--- src/rtl/multicycle_main_control.sv ---
// Main control FSM for the multi-cycle MIPS datapath: Moore-decoded datapath strobes,
// ALU op code for the ALU control decoder, and a retired-instruction counter.
module multicycle_main_control #(
    parameter int CNTW = 32
) (
    input  logic            clk,
    input  logic            rst_n,
    input  logic [5:0]      op,
    input  logic            mem_ready,
    output logic            pc_write,
    output logic            pc_write_cond,
    output logic            iord,
    output logic            mem_read,
    output logic            mem_write,
    output logic            ir_write,
    output logic            mem_to_reg,
    output logic            reg_dst,
    output logic            reg_write,
    output logic            alu_src_a,
    output logic [1:0]      alu_src_b,
    output logic            ext_zero,
    output logic [1:0]      alu_op,
    output logic [1:0]      pc_source,
    output logic            illegal_op,
    output logic [3:0]      state,
    output logic [CNTW-1:0] instr_count
);

    typedef enum logic [3:0] {
        S_FETCH     = 4'd0,
        S_DECODE    = 4'd1,
        S_MEM_ADDR  = 4'd2,
        S_MEM_READ  = 4'd3,
        S_MEM_WB    = 4'd4,
        S_MEM_WRITE = 4'd5,
        S_R_EXEC    = 4'd6,
        S_R_WB      = 4'd7,
        S_BRANCH    = 4'd8,
        S_JUMP      = 4'd9,
        S_IMM_EXEC  = 4'd10,
        S_IMM_WB    = 4'd11,
        S_IDLE      = 4'd12
    } state_t;

    localparam logic [5:0] OP_RTYPE = 6'b000000;
    localparam logic [5:0] OP_J     = 6'b000010;
    localparam logic [5:0] OP_BEQ   = 6'b000100;
    localparam logic [5:0] OP_ADDI  = 6'b001000;
    localparam logic [5:0] OP_ANDI  = 6'b001100;
    localparam logic [5:0] OP_LW    = 6'b100011;
    localparam logic [5:0] OP_SW    = 6'b101011;

    state_t          r_state;
    state_t          w_next;
    logic [5:0]      r_op_q;
    logic [CNTW-1:0] r_instr_count;
    logic            w_retire;

    always_comb begin
        w_next = S_FETCH;
        case (r_state)
            S_IDLE:      w_next = S_FETCH;
            S_FETCH:     w_next = mem_ready ? S_DECODE : S_FETCH;
            S_DECODE: begin
                case (op)
                    OP_LW, OP_SW:     w_next = S_MEM_ADDR;
                    OP_RTYPE:         w_next = S_R_EXEC;
                    OP_BEQ:           w_next = S_BRANCH;
                    OP_J:             w_next = S_JUMP;
                    OP_ADDI, OP_ANDI: w_next = S_IMM_EXEC;
                    default:          w_next = S_FETCH;
                endcase
            end
            S_MEM_ADDR:  w_next = (r_op_q == OP_LW) ? S_MEM_READ : S_MEM_WRITE;
            S_MEM_READ:  w_next = mem_ready ? S_MEM_WB : S_MEM_READ;
            S_MEM_WB:    w_next = S_FETCH;
            S_MEM_WRITE: w_next = mem_ready ? S_FETCH : S_MEM_WRITE;
            S_R_EXEC:    w_next = S_R_WB;
            S_R_WB:      w_next = S_FETCH;
            S_BRANCH:    w_next = S_FETCH;
            S_JUMP:      w_next = S_FETCH;
            S_IMM_EXEC:  w_next = S_IMM_WB;
            S_IMM_WB:    w_next = S_FETCH;
            default:     w_next = S_FETCH;
        endcase
    end

    // An instruction retires only when a final state hands back to FETCH; illegal ops never count.
    always_comb begin
        w_retire = 1'b0;
        case (r_state)
            S_MEM_WB, S_MEM_WRITE, S_R_WB, S_BRANCH, S_JUMP, S_IMM_WB:
                w_retire = (w_next == S_FETCH);
            default: w_retire = 1'b0;
        endcase
    end

    always_ff @(posedge clk or negedge rst_n) begin
        if (!rst_n) begin
            r_state       <= S_IDLE;
            r_op_q        <= 6'd0;
            r_instr_count <= '0;
        end else begin
            r_state <= w_next;
            if (r_state == S_DECODE)
                r_op_q <= op;
            if (w_retire)
                r_instr_count <= r_instr_count + CNTW'(1);
        end
    end

    // Strobes are decoded from the state register so reset clears them without waiting for a clock.
    always_comb begin
        pc_write      = 1'b0;
        pc_write_cond = 1'b0;
        iord          = 1'b0;
        mem_read      = 1'b0;
        mem_write     = 1'b0;
        ir_write      = 1'b0;
        mem_to_reg    = 1'b0;
        reg_dst       = 1'b0;
        reg_write     = 1'b0;
        alu_src_a     = 1'b0;
        alu_src_b     = 2'b00;
        ext_zero      = 1'b0;
        alu_op        = 2'b00;
        pc_source     = 2'b00;
        illegal_op    = 1'b0;
        case (r_state)
            S_FETCH: begin
                mem_read  = 1'b1;
                alu_src_b = 2'b01;
                ir_write  = mem_ready;
                pc_write  = mem_ready;
            end
            S_DECODE: begin
                alu_src_b = 2'b11;
                case (op)
                    OP_LW, OP_SW, OP_RTYPE, OP_BEQ, OP_J, OP_ADDI, OP_ANDI: illegal_op = 1'b0;
                    default: illegal_op = 1'b1;
                endcase
            end
            S_MEM_ADDR: begin
                alu_src_a = 1'b1;
                alu_src_b = 2'b10;
            end
            S_MEM_READ: begin
                mem_read = 1'b1;
                iord     = 1'b1;
            end
            S_MEM_WB: begin
                mem_to_reg = 1'b1;
                reg_write  = 1'b1;
            end
            S_MEM_WRITE: begin
                mem_write = 1'b1;
                iord      = 1'b1;
            end
            S_R_EXEC: begin
                alu_src_a = 1'b1;
                alu_op    = 2'b10;
            end
            S_R_WB: begin
                reg_dst   = 1'b1;
                reg_write = 1'b1;
            end
            S_BRANCH: begin
                alu_src_a     = 1'b1;
                alu_op        = 2'b01;
                pc_write_cond = 1'b1;
                pc_source     = 2'b01;
            end
            S_JUMP: begin
                pc_write  = 1'b1;
                pc_source = 2'b10;
            end
            S_IMM_EXEC: begin
                alu_src_a = 1'b1;
                alu_src_b = 2'b10;
                if (r_op_q == OP_ANDI) begin
                    alu_op   = 2'b11;
                    ext_zero = 1'b1;
                end
            end
            S_IMM_WB: begin
                reg_write = 1'b1;
            end
            default: begin
                pc_write = 1'b0;
            end
        endcase
    end

    assign state       = r_state;
    assign instr_count = r_instr_count;

endmodule
--- config.mk ---
export PLATFORM = sky130hd
export DESIGN_NAME = multicycle_main_control
export DESIGN_NICKNAME = d
export VERILOG_FILES = /design/src/rtl/multicycle_main_control.sv
export SDC_FILE = /design/constraint.sdc
export NUM_CORES = 1
export LEC_CHECK = 0
export CORE_UTILIZATION = 25
export CTS_CLUSTER_SIZE = 30
export DETAILED_ROUTE_END_ITERATION = 12
export SLEW_MARGIN = 20
export SYNTH_ARGS = -nofsm -noshare
export SYNTH_HDL_FRONTEND = slang
export SYNTH_SLANG_ARGS = --single-unit
--- constraint.sdc ---
create_clock -name clk -period 3.7 [get_ports clk]
set_input_delay 0.74 -clock clk [delete_from_list [all_inputs] [get_ports clk]]
set_output_delay 0.74 -clock clk [all_outputs]
set_load 0.05 [all_outputs]
==> results.md <==
* Status: complete, no violations
* Rows at 35
* Number of buffer cells added on primary ports at 62
* DPL Wire Length at 4550 um
* Mapped Nets at 261
* CP Max Fanout at 7
* Max Fclk at roughly 0.30 GHz
* Drt pass-1 iters at 4
* Setup CP Type: input pin to primary output
* First-pass GRT wire length at around 10000 um
* Maximum vdd drop at 122 uV
* Worst-path clk slew at 0.08 ns
* Total power at roughly 0.0013 W
* Post-synth EDFFs at 0
* Max stage delay on crit path at 0.83 ns
* Num CTS Buffers at 5
* Unique masters post-synth at 45
* Worst-Skew Late Latency at 0.30 ns
* Hold buffer count at CTS at 0
* Ys flop type: dfrtp_1
* Final Hold Vio Count at 0
* Cell area after synthesis at 0.00240 sq mm
* Residual DRC at 0
* Min Tclk post-route at 3.31 ns
* Total wire length at 6230 um
* Top Ports at 63
* DR iter-0 viols at about 100
* Post-synthesis register bit count at 42
* Routability Congestion at around 0.8
* Core Footprint at 0.00928 sq mm
* Req. time, crit path at ~3 ns
* Routed vias/inst at 4.75
* Min-Delay Path Class: flip-flop to flip-flop
* Layout Nets at approximately 320
* Endpoint class of the critical path: primary output
* Avg Inst Size Synth at between 9 and 10 sq um
* Area Overhead vs Synth at 33.7%
* CP max stage cell: clkdlybuf4s50_1
* Max-Cap Viols at 0
* DIE HEIGHT at 100 um
* N_diodes at 0
* # clock sinks at 42
* Worst-Margin Slew at 0.935 ns
* Synth warnings at 0
* Crit path launch type: input pin
* Relative slew margins at 37.6%
* Post-CTS setup buffer count at 0
* Cells after Synth at 251
* Root buffer cell: clkbuf_8
* Starting density of the core at between 20% and 30%
* Leakage at about 1.3 nW
* H-tree levels at 2
* GRT overflow at 0
* Die width at 100 um
* Total number of vias at 2071
* Fin. max-slew vios at 0
* Routed Antenna Nets at 0
* Post-cts sizing count at 0
* Seq/Total Area, Yosys at 43.9%
* CTS max path bufs at 2
* Drt wl/cell at 14.3 um
* CP cell instances: clkdlybuf4s50_1, o21ai_0, nand2_1, a21oi_1, nor3_1, clkdlybuf4s50_1
* Pwr dens at 400 mW/mm^2
* Worst EP arrival at 2.57 ns
* # setup viols final at 0
* Layout cell share with drive strength beyond 1 at under 10%
* Initial antenna violation count at 0
* Fin crit share at 89.5%
* Worst Hold Slack at 0.473 ns
* Pin count of the biggest net entering global routing at 43
* Cell mode on critical path: clkdlybuf4s50_1
* Most common cell after layout, fill and taps aside: clkdlybuf4s50_1
* FILL cells at 962
* FFs w/ async S/R, synth at 100%
* Die area at about 0.01 sq mm
* Most frequent cells in the layout: clkdlybuf4s50_1, dfrtp_1, nand2_1, xor2_1
* Setup TNS at 0 ns
* Vias in the first global route at 1991
* TritonCTS clock tree: done
* RSZ-0062 raised after global routing: no
* Total GRT Usage at about an eighth
* Layout Skew at ~0.017 ns
-- state kept, by name (all words and copies together) (netlist names) --
register	flops
r_op_q	6
instr_count	32
state	4
-- cells by family after synthesis --
group                      after synthesis  share of synthesized area [%]
muxes                                    6                           2.82
DFF                                     42                           43.9
buffers and inverters                   18                           3.13
AOI/OAI and AO/OA                       17                           4.54
and+or+nand+nor                        134                           32.7
adders and majority gates                1                          0.522
xor gates and xnor gates                33                           12.4
-- cell usage after synthesis (3+ instances only) --
master,count,share of area [%]
a21oi_1,4,0.83
and2_1,3,0.78
and3_1,5,1.3
and4_1,7,2.6
buf_2,3,0.63
clkbuf_1,10,1.6
dfrtp_1,40,42
inv_1,3,0.47
mux2_2,6,2.8
nand2_1,21,3.3
nand2b_1,7,1.8
nand3_1,14,2.9
nand4_1,11,2.9
nor2_1,17,2.7
nor3_1,12,2.5
nor4_1,17,4.4
o21ai_0,5,1.0
or2_2,3,0.78
xnor2_1,12,4.4
xor2_1,20,7.3
-- metrics by stage --
stage	setup WS (ns)	std cells	instance area (sq um)	utilization [%]
6_report	0.389	436	3210	34.5
2_1_floorplan	0.217	251	2400	-
5_1_grt	0.274	436	3210	34.5
4_1_cts	0.398	436	3210	34.5
3_5_place_dp	0.408	428	3120	33.6
3_3_place_gp	0.421	428	3120	33.6
-- layer usage --
layer / global-route usage (%) / up-vias / routed length (um)
met1: 17.8 / 988 / 3110
met2: 20.2 / 49 / 2810
met4: 4.30 / 0 / 98
met3: 2.23 / 9 / 214
li1: - / 1025 / -
met5: 0 / - / 0
-- area by class of cell --
| type | instances | area, sq um | area share [%] |
|---|---|---|---|
| well taps | 129 | 161 | 5.03 |
| clock inverters | 3 | 18.8 | 0.585 |
| multi-input cells | 191 | 1270 | 39.6 |
| inverters | 3 | 11.3 | 0.351 |
| flip-flops and latches | 42 | 1050 | 32.9 |
| repair buffers | 63 | 623 | 19.4 |
| clock buffers | 5 | 68.8 | 2.15 |
-- report_power, final --
group          switching [W]  leakage [nW]  internal [W]
combinational       0.000252         0.714      0.000152
clock               0.000171        0.0483      0.000133
sequential         0.0000613         0.549      0.000511
-- worst paths after layout --
path / startpoint / endpoint / slack, ns / cells past startpoint
worst max-delay path: op[1] / illegal_op / 0.39 / 6
worst min-delay path: instr_count[31]$_DFFE_PN0P_ / instr_count[31]$_DFFE_PN0P_ / 0.47 / 1
worst max register to register: state[2]$_DFF_PN1_ / instr_count[11]$_DFFE_PN0P_ / 1.25 / 4
worst min register to register: instr_count[31]$_DFFE_PN0P_ / instr_count[31]$_DFFE_PN0P_ / 0.47 / 1
max in group asynchronous: rst_n / r_op_q[3]$_DFFE_PN0P_ / 2.54 / 1
min in group asynchronous: rst_n / instr_count[4]$_DFFE_PN0P_ / 0.57 / 1
-- critical path: cells and delay by family --
| kind | cells | cell delay [ns] |
|---|---|---|
| buf+inv | 2 | 1.42 |
| compound gates | 2 | 0.18 |
| simple gates | 2 | 0.23 |
(Power assumes the default switching activity.)
